## src/rtl/depth_div_requester.sv

```systemverilog
// rtl/depth_div_requester.sv - issues depth = NUMERATOR / offset on a shared divider and queues results
// Optional DEPTH_ROUND_EN: round the quotient to nearest, ties away from zero.
module depth_div_requester #(
  parameter int                       WIDTH      = 36,
  parameter int                       TAGW       = 10,
  parameter logic signed [WIDTH-1:0]  NUMERATOR  = 36'sd1000,
  parameter int                       FIFO_DEPTH = 4
) (
  input  logic                    clk,
  input  logic                    reset,
  input  logic                    in_valid,
  output logic                    in_ready,
  input  logic [WIDTH-1:0]        in_offset,
  input  logic [TAGW-1:0]         in_tag,
  output logic                    div_start,
  output logic                    div_sign,
  output logic [WIDTH-1:0]        div_dividend,
  output logic [WIDTH-1:0]        div_divisor,
  input  logic [WIDTH-1:0]        div_quotient,
  input  logic [WIDTH-1:0]        div_remainder,
  input  logic                    div_ready,
  output logic                    out_valid,
  input  logic                    out_ready,
  output logic [WIDTH-1:0]        out_depth,
  output logic [TAGW-1:0]         out_tag,
  output logic                    out_divzero
);

  localparam int AW = $clog2(FIFO_DEPTH);
  localparam logic [2:0] S_IDLE      = 3'd0;
  localparam logic [2:0] S_ISSUE     = 3'd1;
  localparam logic [2:0] S_WAIT_DROP = 3'd2;
  localparam logic [2:0] S_WAIT_DONE = 3'd3;
  localparam logic [2:0] S_WRITE     = 3'd4;
  localparam logic [WIDTH-1:0] MAX_POS = {1'b0, {(WIDTH-1){1'b1}}};
  localparam logic [WIDTH-1:0] ONE     = {{(WIDTH-1){1'b0}}, 1'b1};

  logic [2:0]       state;
  logic             drop_cnt;
  logic [WIDTH-1:0] off_q;
  logic [TAGW-1:0]  tag_q;
  logic [WIDTH-1:0] quo_q;
  logic             zero_q;
  logic [WIDTH-1:0] wr_depth;

  logic [WIDTH-1:0] mem_depth [FIFO_DEPTH];
  logic [TAGW-1:0]  mem_tag   [FIFO_DEPTH];
  logic             mem_dz    [FIFO_DEPTH];
  logic [AW-1:0]    wr_ptr, rd_ptr, rd_next;
  logic [AW:0]      count, count_next;
  logic             push, pop, accept;

  assign in_ready    = !reset && (state == S_IDLE) && div_ready && (count < (AW+1)'(FIFO_DEPTH));
  assign accept      = in_valid && in_ready;
  assign div_start   = (state == S_ISSUE);
  assign div_sign    = 1'b1;
  assign div_divisor = off_q;

`ifdef DEPTH_ROUND_EN
  logic [WIDTH-1:0] rem_q;
  logic [WIDTH:0]   rem_abs, dvs_abs;
  logic             q_neg;

  always_comb begin
    rem_abs = rem_q[WIDTH-1] ? -{rem_q[WIDTH-1], rem_q} : {rem_q[WIDTH-1], rem_q};
    dvs_abs = off_q[WIDTH-1] ? -{off_q[WIDTH-1], off_q} : {off_q[WIDTH-1], off_q};
    q_neg   = NUMERATOR[WIDTH-1] ^ off_q[WIDTH-1];
    wr_depth = quo_q;
    if (zero_q)
      wr_depth = MAX_POS;
    else if ((rem_abs << 1) >= dvs_abs)
      wr_depth = q_neg ? quo_q - ONE : quo_q + ONE;
  end
`else
  logic unused_rem;
  assign unused_rem = ^{div_remainder, ONE};

  always_comb begin
    wr_depth = zero_q ? MAX_POS : quo_q;
  end
`endif

  always_ff @(posedge clk) begin
    if (reset) begin
      state        <= S_IDLE;
      drop_cnt     <= 1'b0;
      off_q        <= '0;
      tag_q        <= '0;
      quo_q        <= '0;
      zero_q       <= 1'b0;
      div_dividend <= '0;
`ifdef DEPTH_ROUND_EN
      rem_q        <= '0;
`endif
    end else begin
      div_dividend <= NUMERATOR;
      case (state)
        S_IDLE: begin
          if (accept) begin
            off_q  <= in_offset;
            tag_q  <= in_tag;
            zero_q <= (in_offset == '0);
            state  <= (in_offset == '0) ? S_WRITE : S_ISSUE;
          end
        end
        S_ISSUE: begin
          drop_cnt <= 1'b0;
          state    <= S_WAIT_DROP;
        end
        S_WAIT_DROP: begin
          // a divider that never drops ready is assumed to have already finished
          if (!div_ready || drop_cnt)
            state <= S_WAIT_DONE;
          else
            drop_cnt <= 1'b1;
        end
        S_WAIT_DONE: begin
          if (div_ready) begin
            quo_q <= div_quotient;
`ifdef DEPTH_ROUND_EN
            rem_q <= div_remainder;
`endif
            state <= S_WRITE;
          end
        end
        S_WRITE: state <= S_IDLE;
        default: state <= S_IDLE;
      endcase
    end
  end

  assign push       = (state == S_WRITE);
  assign pop        = out_valid && out_ready;
  assign rd_next    = rd_ptr + AW'(pop);
  assign count_next = count + (AW+1)'(push) - (AW+1)'(pop);

  always_ff @(posedge clk) begin
    if (push) begin
      mem_depth[wr_ptr] <= wr_depth;
      mem_tag[wr_ptr]   <= tag_q;
      mem_dz[wr_ptr]    <= zero_q;
    end
  end

  // head registers track the post-update pointers; bypass when the pushed entry becomes the head
  always_ff @(posedge clk) begin
    if (reset) begin
      wr_ptr      <= '0;
      rd_ptr      <= '0;
      count       <= '0;
      out_valid   <= 1'b0;
      out_depth   <= '0;
      out_tag     <= '0;
      out_divzero <= 1'b0;
    end else begin
      if (push)
        wr_ptr <= wr_ptr + AW'(1);
      rd_ptr    <= rd_next;
      count     <= count_next;
      out_valid <= (count_next != '0);
      if (push && (count == (AW+1)'(pop))) begin
        out_depth   <= wr_depth;
        out_tag     <= tag_q;
        out_divzero <= zero_q;
      end else if (count_next != '0) begin
        out_depth   <= mem_depth[rd_next];
        out_tag     <= mem_tag[rd_next];
        out_divzero <= mem_dz[rd_next];
      end
    end
  end

endmodule

```

## config.mk

```make
export PLATFORM = sky130hd
export DESIGN_NAME = depth_div_requester
export DESIGN_NICKNAME = d
export VERILOG_FILES = /design/src/rtl/depth_div_requester.sv
export SDC_FILE = /design/constraint.sdc
export NUM_CORES = 1
export LEC_CHECK = 0
export ABC_AREA = 1
export BUFFER_PORTS_ARGS = -buffer_cell sky130_fd_sc_hd__buf_2
export CAP_MARGIN = 20
export CORE_UTILIZATION = 45
export DETAILED_ROUTE_END_ITERATION = 10
export GPL_ROUTABILITY_DRIVEN = 1
export PLACE_DENSITY_LB_ADDON = 0.12
export SETUP_SLACK_MARGIN = 0.2
export SLEW_MARGIN = 5
export SYNTH_ARGS = -nofsm -noshare
export SYNTH_HDL_FRONTEND = slang
export SYNTH_SLANG_ARGS = --single-unit
```

## constraint.sdc

```tcl
create_clock -name clk -period 2.8 [get_ports clk]
set_input_delay 0.42 -clock clk [delete_from_list [all_inputs] [get_ports clk]]
set_output_delay 0.42 -clock clk [all_outputs]
set_load 0.02 [all_outputs]
```

==> Yosys cells after proc, flatten, opt, wreduce, memory -nomap -nowiden <==
Memories as Yosys holds them, arrays and structs flattened.
Cells that the tools add are included.
{ "classes": {"n_eq_ne": 9, "add_sub_neg": 4, "mux": 17, "magnitude_cmp": 1, "reduce_logical": 18} }
{ "op_table": {"columns": ["cell", "count"], "rows": [
  ["2-to-1 mux 36 bit", 3],
  ["logical NOT 36 bit", 1],
  ["2-to-1 mux 10 bit", 3],
  ["2-to-1 mux 3 bit", 4],
  ["one-hot mux 3 bit (4 select lines)", 1],
  ["inequality test 2 bit (second input constant)", 4],
  ["== test 3 x 2 -> 1 bit (second input constant)", 2],
  ["logical AND 1 bit", 6],
  ["AND reduction 2 bit", 3],
  ["2-to-1 mux 1 bit", 5],
  ["nonzero test 2 bit", 2],
  ["adder 3 x 1 -> 3 bit", 1],
  ["== test 3 x 1 -> 1 bit", 1],
  ["== test 3 x 1 -> 1 bit (second input constant)", 1],
  ["== test 3 bit (second input constant)", 1],
  ["logical NOT 3 bit", 1],
  ["< comparator 3 bit (second input constant)", 1],
  ["AND reduction 3 bit", 1],
  ["nonzero test 3 bit", 1],
  ["subtractor 3 x 1 -> 3 bit", 1],
  ["adder 2 x 1 -> 2 bit", 1],
  ["adder 2 x 1 -> 2 bit (second input constant)", 1],
  ["logical NOT 1 bit", 2],
  ["one-hot mux 1 bit (2 select lines)", 1],
  ["logical OR 1 bit", 1]
]} }
{ "totals": {"register_bits": 178, "output_inout_bits": 123, "ramBits": 188, "wordCells": 66, "n_memories": 3, "input_bits": 123} }
{ "memory_table": {"columns": ["memory", "depth", "word_bits", "read_ports", "rd_clocked_by_memory_dff", "write_ports", "line", "text"], "rows": [
  ["mem_depth", 4, 36, 1, 0, 1, "46", "logic [WIDTH-1:0] mem_depth [FIFO_DEPTH];"],
  ["mem_tag", 4, 10, 1, 0, 1, "47", "logic [TAGW-1:0] mem_tag [FIFO_DEPTH];"],
  ["mem_dz", 4, 1, 1, 0, 1, "48", "logic mem_dz [FIFO_DEPTH];"]
]} }

==> Logic depth before layout (Yosys ltp) <==
{ "depth": {"ltp_word": 7, "mapped_depth": 15} }

==> Worst setup path before layout <==
Ideal clock, no wire load.
{ "synth_timing": {"path_kind": "register to register", "start": "register state[1]", "end": "memory mem_depth[0][0] (enable)", "n_path_buf": 0, "setup_slack_ps": -235, "t_required_ps": 2348, "setup_time_ps": 452, "arrival_ps": 2584, "path_stages_with_launch": 4, "path_cell_list": "dfxtp_1 > nor2_4 > nand2_2 > nor2_1"} }
{ "synth_between": {"elab_chain_len": 3} }
{ "synth_rtl": {"columns": ["element", "line", "text"], "rows": [
  ["start, declared", "38", "logic [2:0] state;"],
  ["start signal, assigned", "103", "state <= (in_offset == '0) ? S_WRITE : S_ISSUE;"],
  ["== test 3 bit", "132", "assign push = (state == S_WRITE);"],
  ["2-to-1 mux 1 bit", "138", "if (push) begin"],
  ["2-to-1 mux 1 bit (implied by the code)", "139", "mem_depth[wr_ptr] <= wr_depth;"],
  ["end, declared", "46", null]
]} }
Every way passes these cells.

==> Worst setup path after layout <==
{ "layout_timing": {"start": "register state[0]", "end": "register out_depth[18]"} }
{ "layout_between": {"elab_chain_len": 5} }
{ "layout_rtl": {"columns": ["element", "line", "text"], "rows": [
  ["== test 3 bit *", "132", null],
  ["adder 3 x 1 -> 3 bit", "135", "assign count_next = count + (AW+1)'(push) - (AW+1)'(pop);"],
  ["subtractor 3 x 1 -> 3 bit", "135", null],
  ["nonzero test 3 bit", "165", "end else if (count_next != '0) begin"],
  ["nonzero test 2 bit (no line)", null, null],
  ["end signal, assigned", "162", "out_depth <= wr_depth;"],
  ["end signal, assigned", "166", "out_depth <= mem_depth[rd_next];"],
  ["end, declared", "24", "output logic [WIDTH-1:0] out_depth,"]
]} }
Every way passes the cells marked *; elsewhere a longest branch is shown, timed or not.
A chain may end at the register's enable or synchronous reset.

==> qor.yml <==
cts:
  cts.clk_slew.worst_paths_ns: 0.06
  cts_root_buffer: "clkbuf_16"
  cts_buffers: 36
  cts_sinks: 331
  cts_tree: "yes"
  cts_buffer_depth: 3
  clock_latency_ns: 0.52
  htree_levels: 2
yosys:
  synthFlopType: "edfxtp_1"
  synthArstFlopShare: 0
  synth_cells: 1480
  synth_top_area_share: 0.416
  synth.top_cells.by_area: "edfxtp_1, dfxtp_1, nand2_1"
  ys_seq_area_frac: 0.628
  synth_seq_cells: 331
  ys_top_cells_by_count: "nand2_1, nor2_1, edfxtp_1"
  synth_edf_count: 188
  synth_area_um2: 13600
  yosys_warnings: 0
  yosysTopAreaCell: "edfxtp_1"
  yosysMostFrequentCell: "nand2_1"
  syn_area_per_cell_um2: 9.16
  synth_cell_type_count: 32
sta:
  setup_ws_ns: 0.313
  fin_crit_ns: 2.49
  finalSetupViolations: 0
  drv_slew: 0
  maxSlewHeadroom: 0.322
  rsz0062_at_grt: "no"
  fin_crit_sh: 0.888
  finalSetupTns_ns: 0
  fmax_mhz: 402
  hold_viol_final: 0
  finalClockSkew_ns: 0.0178
  holdWs_ns: 0.167
  worstMarginPinSlew_ns: 1.01
routing:
  ant_nets: 0
  drtIter0Drc: 614
  vias_per_cell: 4.91
  drt_wl_total_mm: 32.3
  drc_errors: 0
  dr.pass1.iters: 5
  num_vias: 10200
  wl_per_cell_um: 15.6
critical_path:
  start_kind: "flop"
  end_kind: "flop"
  cp.arrival_ns: 2.89
  r2r_start: "state[0]"
  worstPathCellList: "nor2_4 > nand2_2 > nand2_2 > nand2_1 > ha_2 > fa_2 > xor2_1 > xor2_1 > nor2_4 > nand2_8 > clkbuf_16 > o21ai_0 > nor2_1"
  startpoint: "state[0]"
  critical_path.max_fanout: 7
  worstSetupPathType: "reg2reg"
  crit_required_ns: 3.20
  max_stage_delay_ns: 0.36
  cp_slowest_cell: "dfxtp_4"
hold_path:
  hold_path_class: "in2reg"
  min_from: "in_tag[8]"
layout:
  utilization: 0.549
  final_cells: 2071
  diodes: 0
  drive_above_1_share: 0.190
  syn_to_final_growth_pct: 19.9
  fin_nets: 1783
floorplanning:
  ioPinCount: 246
  dieHeight_um: 176
  dieArea_um2: 30800
  core_area_um2: 29600
  die_x_um: 176
  num_rows: 63
  initial_core_util: 0.457
run:
  cap_violations: 0
power:
  p_leak_nw: 7.04
  irDropWorstVdd_mv: 0.455
  p_per_area_nw_per_um2: 945
global_routing:
  antenna_found_initial: 0
  grt_pass1_vias: 9557
  overflow: 0
  grt_max_degree: 78
  track_usage: 0.209
  grt_first_pass_wirelength_mm: 50.4
place:
  gp_congestion: 0.736
  port_buffers: 178
  placed_cells: 1998
  hpwlAfterDp_mm: 19.0
  preCtsSetupSlack_ns: -0.109
run_status:
  status: "finished, final reports clean"
## per-stage QoR
step                power, mW  cell area [µm²]
floorplan                8.84            13700
CTS                      15.0            16100
finish                   15.4            16300
detailed placement       10.3            14900
global placement         10.2            14900
global route             16.2            16300
## worst max-delay path: cells and delay by family (launching register included)
kind                     cells  cell delay, ns
buffers and inverters        1            0.20
adder cells (fa/ha/maj)      2            0.53
XOR/XNOR                     2            0.37
AO/OA/AOI/OAI                1            0.15
AND/OR/NAND/NOR              7            0.76
flip-flops                   1            0.36
## repair_timing
action / CTS / global route
cloned: 0 / 3
setup endpoints to repair: 45 / 47
pin swaps: 2 / 4
setup buffers: 1 / 3
hold buffers: 0 / 0
resized for setup: 4 / 25
## routing by layer
layer  track usage  vias to the layer above  wire length [µm]
met5             0                        -                 0
met4        0.0605                        0               671
met3        0.0344                       45              1600
met2         0.357                      244             15700
met1         0.272                     4763             14300
li1              -                     5107                 -
## state kept, by name, indices dropped and copies added (netlist names)
| name | flops |
|---|---|
| tag_q | 10 |
| zero_q | 1 |
| div_divisor | 36 |
| div_dividend | 1 |
| out_depth | 36 |
| state | 3 |
| out_valid | 1 |
| mem_tag | 40 |
| rd_ptr | 2 |
| mem_depth | 144 |
| out_tag | 10 |
| out_divzero | 1 |
| count | 3 |
| mem_dz | 4 |
| drop_cnt | 1 |
| wr_ptr | 2 |
| quo_q | 36 |
## power breakdown
| part | internal (mW) | switching, mW | total, mW |
|---|---|---|---|
| Clock | 2.77 | 1.89 | 4.66 |
| Sequential | 5.52 | 0.217 | 5.74 |
| Combinational | 1.82 | 3.15 | 4.97 |
## final cells by class
cell class	count	area, µm²
fill	2770	13400
inverter	69	263
sequential	331	8510
clock buffer	48	987
clock inverter	18	178
multi-input combinational	988	4370
timing repair buffer	227	1460
tap	390	488
## cell families after synthesis
family / share of synthesized area
adder cells (fa/ha/maj): 0.00701
flip-flops: 0.628
XOR/XNOR: 0.00323
other: 0.000554
buffers and inverters: 0.0681
AND/OR/NAND/NOR: 0.207
AO/OA/AOI/OAI: 0.0867
## worst paths after layout
check	to	slack (ns)	depth (start not counted)
worst max-delay path	out_depth[18]	0.31	13
worst min-delay path	tag_q[8]	0.17	3
worst max register to register	out_depth[18]	0.31	13
worst min register to register	quo_q[28]	0.45	2
## layout by cell type, fill, tap and decap left out, types with 9 or more instances in the layout
cell	count
conb_1	31
nor2_1	196
dfxtp_1	141
edfxtp_1	188
clkinv_2	11
clkbuf_1	9
buf_12	12
buf_2	178
inv_1	63
buf_4	31
nand3_1	51
a21oi_1	73
o21ai_1	11
o21ai_0	125
clkbuf_16	39
nand2_1	448
Note: power is estimated with default switching activity, not from simulation.
